$ cat config.mk
export PLATFORM = sky130hd
export DESIGN_NAME = vga_sync_rx_flat
export DESIGN_NICKNAME = d
export VERILOG_FILES = /design/src/rtl/vga_sync_rx_if.sv /design/src/rtl/vga_sync_rx.sv /design/src/flat_wrapper.sv
export SDC_FILE = /design/constraint.sdc
export NUM_CORES = 1
export LEC_CHECK = 0
export CAP_MARGIN = 0
export CORE_MARGIN = 2
export CORE_UTILIZATION = 50
export CTS_BUF_LIST = sky130_fd_sc_hd__clkbuf_4 sky130_fd_sc_hd__clkbuf_8 sky130_fd_sc_hd__clkbuf_16
export DETAILED_ROUTE_END_ITERATION = 10
export PLACE_DENSITY_LB_ADDON = 0.2
export SYNTH_ARGS = -nofsm -noshare
export SYNTH_HDL_FRONTEND = slang
export SYNTH_SLANG_ARGS = --single-unit
$ cat constraint.sdc
create_clock -name dclk -period 15 [get_ports dclk]
set_clock_uncertainty 0.2 [all_clocks]
set_input_delay 4.5 -clock dclk [delete_from_list [all_inputs] [get_ports dclk]]
set_output_delay 4.5 -clock dclk [all_outputs]
set_load 0.02 [all_outputs]
$ cat src/rtl/vga_sync_rx_if.sv
// VGA receive-side bundle: the sampled sync/colour lines plus the recovered
// coordinates, pixel and timing status.
interface vga_sync_rx_if;
   logic       hsync;
   logic       vsync;
   logic [2:0] red;
   logic [2:0] green;
   logic [1:0] blue;
   logic [9:0] x;
   logic [9:0] y;
   logic       pix_valid;
   logic [7:0] pixel;
   logic       locked;
   logic       frame_start;
   logic       err_hlen;
   logic       err_vlen;
   logic [15:0] good_frames;

   // master: the VGA source / bench side; slave: the receiver
   modport master (
      output hsync, vsync, red, green, blue,
      input  x, y, pix_valid, pixel, locked, frame_start, err_hlen, err_vlen, good_frames
   );
   modport slave (
      input  hsync, vsync, red, green, blue,
      output x, y, pix_valid, pixel, locked, frame_start, err_hlen, err_vlen, good_frames
   );
endinterface

$ cat src/rtl/vga_sync_rx.sv
// VGA timing receiver: locks onto hsync/vsync, recovers x/y/pixel, flags
// line/frame length violations and counts clean frames.
module vga_sync_rx #(
   parameter int H_TOTAL = 800,
   parameter int H_SYNC  = 96,
   parameter int H_BP    = 144,
   parameter int H_FP    = 784,
   parameter int V_TOTAL = 521,
   parameter int V_SYNC  = 2,
   parameter int V_BP    = 31,
   parameter int V_FP    = 511
) (
   input logic           dclk,
   input logic           clr,
   vga_sync_rx_if.slave  bus
);
   localparam logic [10:0] H_TOT_W  = 11'(H_TOTAL);
   localparam logic [10:0] H_MAX_W  = 11'(2 * H_TOTAL);
   localparam logic [10:0] H_SYNC_W = 11'(H_SYNC);
   localparam logic [10:0] H_BP_W   = 11'(H_BP);
   localparam logic [10:0] H_FP_W   = 11'(H_FP);
   localparam logic [9:0]  V_TOT_W  = 10'(V_TOTAL);
   localparam logic [9:0]  V_LAST_W = 10'(V_TOTAL - 1);
   localparam logic [9:0]  V_SYNC_W = 10'(V_SYNC);
   localparam logic [9:0]  V_BP_W   = 10'(V_BP);
   localparam logic [9:0]  V_FP_W   = 10'(V_FP);

   typedef enum logic [1:0] {SEARCH, LINE, VWAIT, LOCKED} state_t;

   state_t      state_q, state_d;
   logic        hs_prev_q, vs_prev_q;
   logic [10:0] h_q, h_d, h_inc;
   logic [9:0]  v_q, v_d, v_inc;
   logic [1:0]  good_lines_q, good_lines_d;
   logic [9:0]  x_q, x_d, y_q, y_d;
   logic [7:0]  pixel_q, pixel_d;
   logic        pix_valid_q, pix_valid_d;
   logic        locked_q, locked_d;
   logic        frame_start_q, frame_start_d;
   logic        err_hlen_q, err_hlen_d;
   logic        err_vlen_q, err_vlen_d;
   logic [15:0] good_frames_q, good_frames_d;
   logic        hs_fall, hs_rise, vs_fall, vs_rise;

   always_comb begin
      hs_fall = !bus.hsync && hs_prev_q;
      hs_rise = bus.hsync && !hs_prev_q;
      vs_fall = !bus.vsync && vs_prev_q;
      vs_rise = bus.vsync && !vs_prev_q;
      // h_inc is what h would read on this sample if no fall restarted it
      h_inc = (h_q == H_MAX_W) ? h_q : h_q + 11'd1;
      v_inc = (v_q == V_TOT_W) ? v_q : v_q + 10'd1;

      state_d       = state_q;
      h_d           = hs_fall ? 11'd0 : h_inc;
      v_d           = hs_fall ? v_inc : v_q;
      good_lines_d  = good_lines_q;
      frame_start_d = 1'b0;
      err_hlen_d    = 1'b0;
      err_vlen_d    = 1'b0;
      good_frames_d = good_frames_q;

      case (state_q)
         SEARCH: begin
            good_lines_d = 2'd0;
            if (hs_fall) state_d = LINE;
         end
         LINE, VWAIT: begin
            if (hs_fall) begin
               if (h_inc != H_TOT_W) begin
                  good_lines_d = 2'd0;
                  state_d      = LINE;
               end else if (state_q == VWAIT && vs_fall) begin
                  state_d       = LOCKED;
                  v_d           = 10'd0;
                  frame_start_d = 1'b1;
               end else if (state_q == LINE) begin
                  good_lines_d = good_lines_q + 2'd1;
                  if (good_lines_q == 2'd1) state_d = VWAIT;
               end
            end else if (h_inc == H_MAX_W) begin
               good_lines_d = 2'd0;
               state_d      = LINE;
            end
         end
         LOCKED: begin
            err_hlen_d = (hs_fall && h_inc != H_TOT_W) ||
                         (!hs_fall && h_inc == H_TOT_W) ||
                         (hs_rise && h_inc != H_SYNC_W);
            err_vlen_d = (vs_fall && !hs_fall) ||
                         (vs_fall && hs_fall && v_q != V_LAST_W) ||
                         (hs_fall && !vs_fall && v_inc == V_TOT_W) ||
                         (vs_rise && !(hs_fall && v_inc == V_SYNC_W));
            if (err_hlen_d || err_vlen_d) begin
               state_d      = SEARCH;
               good_lines_d = 2'd0;
            end else if (hs_fall && vs_fall) begin
               v_d           = 10'd0;
               frame_start_d = 1'b1;
               good_frames_d = (good_frames_q == 16'hFFFF) ? good_frames_q : good_frames_q + 16'd1;
            end
         end
         default: state_d = SEARCH;
      endcase

      // locked covers both the entry sample and the sample that raises an error
      locked_d    = (state_q == LOCKED) || (state_d == LOCKED);
      pix_valid_d = locked_d && h_d >= H_BP_W && h_d < H_FP_W && v_d >= V_BP_W && v_d < V_FP_W;
      x_d         = pix_valid_d ? 10'(h_d - H_BP_W) : x_q;
      y_d         = pix_valid_d ? v_d - V_BP_W : y_q;
      pixel_d     = pix_valid_d ? {bus.red, bus.green, bus.blue} : pixel_q;
   end

   always_ff @(posedge dclk) begin
      if (clr) begin
         state_q       <= SEARCH;
         hs_prev_q     <= 1'b1;
         vs_prev_q     <= 1'b1;
         h_q           <= 11'd0;
         v_q           <= 10'd0;
         good_lines_q  <= 2'd0;
         x_q           <= 10'd0;
         y_q           <= 10'd0;
         pixel_q       <= 8'd0;
         pix_valid_q   <= 1'b0;
         locked_q      <= 1'b0;
         frame_start_q <= 1'b0;
         err_hlen_q    <= 1'b0;
         err_vlen_q    <= 1'b0;
         good_frames_q <= 16'd0;
      end else begin
         state_q       <= state_d;
         hs_prev_q     <= bus.hsync;
         vs_prev_q     <= bus.vsync;
         h_q           <= h_d;
         v_q           <= v_d;
         good_lines_q  <= good_lines_d;
         x_q           <= x_d;
         y_q           <= y_d;
         pixel_q       <= pixel_d;
         pix_valid_q   <= pix_valid_d;
         locked_q      <= locked_d;
         frame_start_q <= frame_start_d;
         err_hlen_q    <= err_hlen_d;
         err_vlen_q    <= err_vlen_d;
         good_frames_q <= good_frames_d;
      end
   end

   assign bus.x           = x_q;
   assign bus.y           = y_q;
   assign bus.pixel       = pixel_q;
   assign bus.pix_valid   = pix_valid_q;
   assign bus.locked      = locked_q;
   assign bus.frame_start = frame_start_q;
   assign bus.err_hlen    = err_hlen_q;
   assign bus.err_vlen    = err_vlen_q;
   assign bus.good_frames = good_frames_q;
endmodule

$ cat src/flat_wrapper.sv
// flat-port wrapper written by rule: the top's interface ports become plain ports
module vga_sync_rx_flat 
#(
   parameter int H_TOTAL = 800,
   parameter int H_SYNC  = 96,
   parameter int H_BP    = 144,
   parameter int H_FP    = 784,
   parameter int V_TOTAL = 521,
   parameter int V_SYNC  = 2,
   parameter int V_BP    = 31,
   parameter int V_FP    = 511
)
  (dclk, clr, bus_hsync, bus_vsync, bus_red, bus_green, bus_blue, bus_x, bus_y, bus_pix_valid, bus_pixel, bus_locked, bus_frame_start, bus_err_hlen, bus_err_vlen, bus_good_frames);
  vga_sync_rx_if bus_i ();
  input logic dclk;
  input logic clr;
  input wire logic [$bits(bus_i.hsync)-1:0] bus_hsync;
  input wire logic [$bits(bus_i.vsync)-1:0] bus_vsync;
  input wire logic [$bits(bus_i.red)-1:0] bus_red;
  input wire logic [$bits(bus_i.green)-1:0] bus_green;
  input wire logic [$bits(bus_i.blue)-1:0] bus_blue;
  output wire logic [$bits(bus_i.x)-1:0] bus_x;
  output wire logic [$bits(bus_i.y)-1:0] bus_y;
  output wire logic [$bits(bus_i.pix_valid)-1:0] bus_pix_valid;
  output wire logic [$bits(bus_i.pixel)-1:0] bus_pixel;
  output wire logic [$bits(bus_i.locked)-1:0] bus_locked;
  output wire logic [$bits(bus_i.frame_start)-1:0] bus_frame_start;
  output wire logic [$bits(bus_i.err_hlen)-1:0] bus_err_hlen;
  output wire logic [$bits(bus_i.err_vlen)-1:0] bus_err_vlen;
  output wire logic [$bits(bus_i.good_frames)-1:0] bus_good_frames;
  assign bus_i.hsync = bus_hsync;
  assign bus_i.vsync = bus_vsync;
  assign bus_i.red = bus_red;
  assign bus_i.green = bus_green;
  assign bus_i.blue = bus_blue;
  assign bus_x = bus_i.x;
  assign bus_y = bus_i.y;
  assign bus_pix_valid = bus_i.pix_valid;
  assign bus_pixel = bus_i.pixel;
  assign bus_locked = bus_i.locked;
  assign bus_frame_start = bus_i.frame_start;
  assign bus_err_hlen = bus_i.err_hlen;
  assign bus_err_vlen = bus_i.err_vlen;
  assign bus_good_frames = bus_i.good_frames;
  vga_sync_rx #(.H_TOTAL(H_TOTAL), .H_SYNC(H_SYNC), .H_BP(H_BP), .H_FP(H_FP), .V_TOTAL(V_TOTAL), .V_SYNC(V_SYNC), .V_BP(V_BP), .V_FP(V_FP)) u_core (.dclk(dclk), .clr(clr), .bus(bus_i));
endmodule
# --- Yosys cells after proc, flatten, opt, wreduce, memory -nomap -nowiden ---
# Index checks and enable logic that the tools add are counted.
op_classes:
  magnitude_cmp: 4
  reduce_logical: 38
  n_div: 0
  addsub: 6
  n_mux: 32
  bitwise: 3
  eq_ne: 19
  n_mul: 0
  shifts: 0
ops:
  columns: ["cell", "count"]
  rows:
  - ["$mux W10", 7]
  - ["$mux W2", 14]
  - ["$eq A11 B11 Y1 const B", 2]
  - ["$mux W11", 2]
  - ["$eq A10 B10 Y1 const B", 2]
  - ["$pmux W10 S2", 1]
  - ["$logic_and A1 B1 Y1", 19]
  - ["$add A16 B1 Y16 const B", 1]
  - ["$eq A16 B16 Y1 const B", 1]
  - ["$pmux W2 S3", 2]
  - ["$add A11 B1 Y11 const B", 1]
  - ["$eq A11 B10 Y1 const B", 1]
  - ["$ge A11 B8 Y1 const B", 1]
  - ["$lt A11 B10 Y1 const B", 1]
  - ["$ne A11 B10 Y1 const B", 1]
  - ["$ne A11 B7 Y1 const B", 1]
  - ["$add A10 B1 Y10 const B", 1]
  - ["$eq A10 B2 Y1 const B", 1]
  - ["$ge A10 B5 Y1 const B", 1]
  - ["$lt A10 B9 Y1 const B", 1]
  - ["$ne A10 B10 Y1 const B", 1]
  - ["$sub A10 B5 Y10 const B", 1]
  - ["$sub A10 B8 Y10 const B", 1]
  - ["$ne A4 B4 Y1 const B", 2]
  - ["13 further kinds", 36]
word_totals:
  input_bits: 12
  mem_bits_rw: 0
  reg_bits: 76
  n_memories: 0
  romBits: 0
  latch_bits: 0

# --- Longest topological paths before layout ---
depth:
  ltp_word: 16
  depth_mapped: 23
  depth_no_buf: 21

# --- Worst setup path before layout ---
# OpenSTA, ideal clock, no wires.
synth_path:
  path_kind: "in2reg"
  from: "input bus_hsync"
  to: "register u_core.x_q[0], in the netlist u_core.bus.x[0]"
  n_path_buf: 2
  slack_ns: 6.631
  stages: 18
  arrival_ns: 8.048
  required_time_ns: 14.679
  path_cell_list: "nand2b_1 -> inv_1 -> clkbuf_1 -> clkbuf_1 -> ha_1 -> inv_1 -> nand3_1 -> a21o_1 -> o21ai_0 -> inv_1 -> ha_1 -> inv_1 -> a221oi_2 -> and2_1 -> a2111oi_4 -> o211ai_2 -> nor2_4 -> mux2_2"
synth_via:
  word_cells_on_any_way: 44
  classes_between: "1 x add/sub; 4 x order compare; 1 x eq/ne; 12 x mux; 26 x reduce/logical"
synth_lines:
  columns: ["item", "line_no", "text"]
  rows:
  - ["start, declared", "flat_wrapper.sv:17", "input wire logic [$bits(bus_i.hsync)-1:0] bus_hsync;"]
  - ["$logic_not A1 Y1", "vga_sync_rx.sv:46", "hs_fall = !bus.hsync && hs_prev_q;"]
  - ["$logic_and A1 B1 Y1", "vga_sync_rx.sv:46", null]
  - ["$logic_not A1 Y1 / $logic_and A1 B1 Y1 (equally long branches)", null, null]
  - ["$logic_and A1 B1 Y1 (on tied branches)", "vga_sync_rx.sv:90, vga_sync_rx.sv:91", null]
  - ["$logic_or A1 B1 Y1", "vga_sync_rx.sv:90", "err_vlen_d = (vs_fall && !hs_fall) ||"]
  - ["$logic_or A1 B1 Y1", "vga_sync_rx.sv:91", "(vs_fall && hs_fall && v_q != V_LAST_W) ||"]
  - ["$logic_or A1 B1 Y1", "vga_sync_rx.sv:92", "(hs_fall && !vs_fall && v_inc == V_TOT_W) ||"]
  - ["$logic_or A1 B1 Y1", "vga_sync_rx.sv:94", "if (err_hlen_d || err_vlen_d) begin"]
  - ["$mux W10", "vga_sync_rx.sv:94", null]
  - ["$pmux W10 S2 (*)", "vga_sync_rx.sv:63", "case (state_q)"]
  - ["named net u_core.v_d[0]", "vga_sync_rx.sv:33", "logic [9:0] v_q, v_d, v_inc;"]
  - ["$ge A10 B5 Y1", "vga_sync_rx.sv:108", "pix_valid_d = locked_d && h_d >= H_BP_W && h_d < H_FP_W && v_d >= V_BP_W && v_d < V_FP_W;"]
  - ["$logic_and A1 B1 Y1", "vga_sync_rx.sv:108", null]
  - ["$logic_and A1 B1 Y1 (*)", "vga_sync_rx.sv:108", null]
  - ["end signal, assigned", "vga_sync_rx.sv:122", "x_q <= 10'd0;"]
  - ["end signal, assigned", "vga_sync_rx.sv:138", "x_q <= x_d;"]
  - ["end, declared", "vga_sync_rx.sv:35", "logic [9:0] x_q, x_d, y_q, y_d;"]
# The timed path passes the listed nets; every way through them passes the cells marked *.
# A chain may end at the register's enable or synchronous reset.

# --- Worst setup path in the final report ---
layout_path:
  from: "input bus_hsync"
  to: "register u_core.x_q[2], in the netlist u_core.bus.x[2]"
# The elaborated chain is that of the path after synthesis.

==> flow_metrics.py <==
metrics = {
    "run_status": {
        "status": "finished, final reports clean",
    },
    "sta": {
        "setup_violations": 0,
        "drv_slew": 0,
        "finalCriticalPeriod_ns": 9.606,
        "hold_violations": 0,
        "fin_ws_ns": 5.394,
        "max_clock_freq_mhz": 104.1,
        "finalCritPeriodShare": 0.6404,
        "max_slew_margin": 0.4412,
        "setup_tns_ns": 0,
        "tightest_slew_ns": 0.8171,
        "rsz0062_at_grt": "false",
    },
    "critical_path": {
        "path_max_fanout": 25,
        "cp_common_cell": "inv_1",
        "end_kind": "register",
        "slowest_delay_ns": 0.57,
        "cp_num_buf_inv": 5,
        "cp_slowest_cell": "inv_1",
        "critPathKind": "input pin to register",
        "crit_family": "compound AO/OA/AOI/OAI gates",
        "cp.arrival_ns": 9.65,
        "start_kind": "input pin",
        "crit_chain": "clkdlybuf4s50_1, nand2b_1, inv_1, ha_1, inv_1, nand3_1, a21o_1, o21ai_0, inv_1, ha_1, inv_1, a221oi_2, and2_1, a2111oi_4, o211ai_2, nor2_4, mux2_2",
        "ff2ff_setup_slack_ns": 9.23,
        "critPathRequiredTime_ns": 15.05,
    },
    "flow_run": {
        "maxCapViolations": 0,
    },
    "yosys": {
        "ys.warnings.count": 0,
        "ys_types": 83,
        "async_flop_share": 0,
        "yosysTopAreaCellShare": 0.3081,
        "synth_edf_count": 0,
        "syn_nets": 624,
        "synth.area.top_cells": "dfxtp_1 (31%), a21oi_1 (5.0%), ha_1 (4.1%)",
        "synthCells": 596,
        "netlist_area_mm2": 0.004938,
        "synth_top_area_cell": "dfxtp_1",
        "synth-main-ff-cell": "dfxtp_1",
        "ys_ff_latch": 76,
        "ys_seq_area_frac": 0.3081,
        "synth_most_common_cell": "dfxtp_1",
        "synthTopCellsByCount": "dfxtp_1 (76), a21oi_1 (49), nand2_1 (44)",
        "avgSynthCellArea_um2": 8.286,
    },
    "grt": {
        "track_usage": 0.2465,
        "grt_max_degree": 62,
        "met1_usage": 0.3273,
        "globalRouteMet3Util": 0.02823,
        "grt_first_pass_wirelength_um": 20960,
        "busiest_layer": "met2",
        "antenna_found_initial": 0,
        "grt_pass1_vias": 4200,
        "grtUsageMet2": 0.4258,
        "globalRouteOverflowTotal": 0,
    },
    "clock_network": {
        "holdBufCountCts": 0,
        "cts_tree": "built",
        "cts.sinks": 76,
        "cts_buffer_depth": 2,
        "clk_pin_slew_ns": 0.09,
        "worstSkewPairLatency_ns": 0.35,
        "root_buffer": "clkbuf_8",
        "cts_buffers": 9,
        "postCtsSetupBuffers": 0,
        "cts_resized": 0,
        "h-tree-depth": 3,
    },
    "detailed_routing": {
        "routed_wl_um": 13280,
        "viasPerCell": 6.122,
        "num_vias": 4677,
        "postRouteAntennaNets": 0,
        "wl_per_cell_um": 17.38,
        "firstDrtPassIters": 5,
        "drc": 0,
        "drt_iter0_drc": 293,
    },
    "power": {
        "max-vdd-ir-drop_uv": 54.51,
        "p_leak_nw": 1.835,
        "power.density_mw_per_mm2": 75.67,
    },
    "floorplan": {
        "die-area_mm2": 0.01069,
        "initial_core_util": 0.5099,
        "rows": 36,
        "die_h_um": 103.4,
        "ioPinCount": 61,
        "coreArea_mm2": 0.009684,
        "die_x_um": 103.4,
    },
    "cells_and_area": {
        "drive_gt1_frac": 0.08716,
        "nets": 654,
        "area_growth_pct": 13.96,
        "final_core_util": 0.5811,
        "n_antenna_cell": 0,
        "fill_cells": 923,
    },
    "placement": {
        "dp_hpwl_um": 9421,
        "io_buffers": 60,
        "dp_slack_ns": 5.080,
        "gp_congestion": 0.9182,
    },
    "min_path": {
        "worstHoldPathType": "register to register",
    },
}
-- layout make-up --
type	instances	area (um2)	area share
Timing Repair Buffer	61	603.1	0.1072
Inverter	26	97.59	0.01734
Tap cell	133	166.4	0.02957
Clock buffer	10	137.6	0.02446
Clock inverter	6	93.84	0.01667
Multi-Input combinational cell	452	3008	0.5345
Sequential cell	76	1521	0.2703
-- path summary, 6_finish.rpt --
kind / start / to / cells past startpoint
max reg2reg: u_core.h_q[0] / u_core.bus.x[2] / 20
min reg2reg: u_core.bus.x[3] / u_core.bus.x[3] / 2
max: bus_hsync / u_core.bus.x[2] / 17
min: u_core.bus.x[3] / u_core.bus.x[3] / 2
-- registers in the layout, summed over array words and instances, names as in the netlist --
name                    flops
u_core.good_lines_q         2
u_core.bus.y               10
u_core.vs_prev_q            1
u_core.hs_prev_q            1
u_core.bus.err_vlen         1
u_core.bus.err_hlen         1
u_core.v_q                 10
u_core.bus.locked           1
u_core.bus.good_frames     16
u_core.bus.x               10
u_core.bus.frame_start      1
u_core.bus.pix_valid        1
u_core.bus.pixel            8
u_core.h_q                 11
u_core.state_q              2
-- stage by stage --
step / instances / area [um2] / hold slack, ns / power (W)
after floorplan: 596 / 4938 / 0.2667 / 0.0002346
after global placement: 748 / 5396 / 0.2586 / 0.0002427
after detailed placement: 748 / 5396 / 0.2480 / 0.0002433
after CTS: 764 / 5628 / 0.2667 / 0.0004268
after global routing: 764 / 5628 / 0.2962 / 0.0004381
final: 764 / 5628 / 0.2615 / 0.0004259
-- where the power goes --
group / leakage, nW / internal [W] / switching, W
Sequential: 0.613 / 0.000203 / 0.00000333
Combinational: 1.11 / 0.0000114 / 0.0000216
Clock: 0.113 / 0.0000998 / 0.0000867
Total: 1.83 / 0.000314 / 0.000112
-- worst min-delay path, cell delays in order (launching register included) --
cell     delay [ns]
dfxtp_1        0.32
nand2_1        0.05
o21ai_1        0.05
-- kinds of logic (layout without fill, tap and decap cells) --
family,after synthesis,count (layout),synth area share
AOI/OAI and AO/OA,157,157,0.2222
xor gates and xnor gates,28,28,0.04966
muxes,8,8,0.01773
DFF,76,76,0.3081
and+or+nand+nor,243,243,0.2789
adders and majority gates,16,16,0.04054
buffers and inverters,68,103,0.08285
-- metal layers --
metal / share of wire / vias up / wire [um]
met5: 0 / - / 0
met4: 0.012 / 0 / 158
met3: 0.035 / 16 / 469
met2: 0.51 / 97 / 6788
met1: 0.44 / 2293 / 5864
li1: - / 2271 / -
-- layout by cell type, fill, tap and decap left out, types with 9 or more instances in the layout --
cell type	Yosys	layout
ha_1	16	16
nor2b_1	12	12
nand2_1	44	44
clkdlybuf4s50_1	0	59
o31ai_1	9	9
nand3_1	26	26
nor3_1	29	29
a21oi_1	49	49
nand4_1	23	23
or4_1	11	11
dfxtp_1	76	76
o21ai_0	28	28
clkbuf_8	9	10
nor2_1	31	31
xnor2_1	20	20
inv_1	25	25
(Power assumes the default switching activity.)
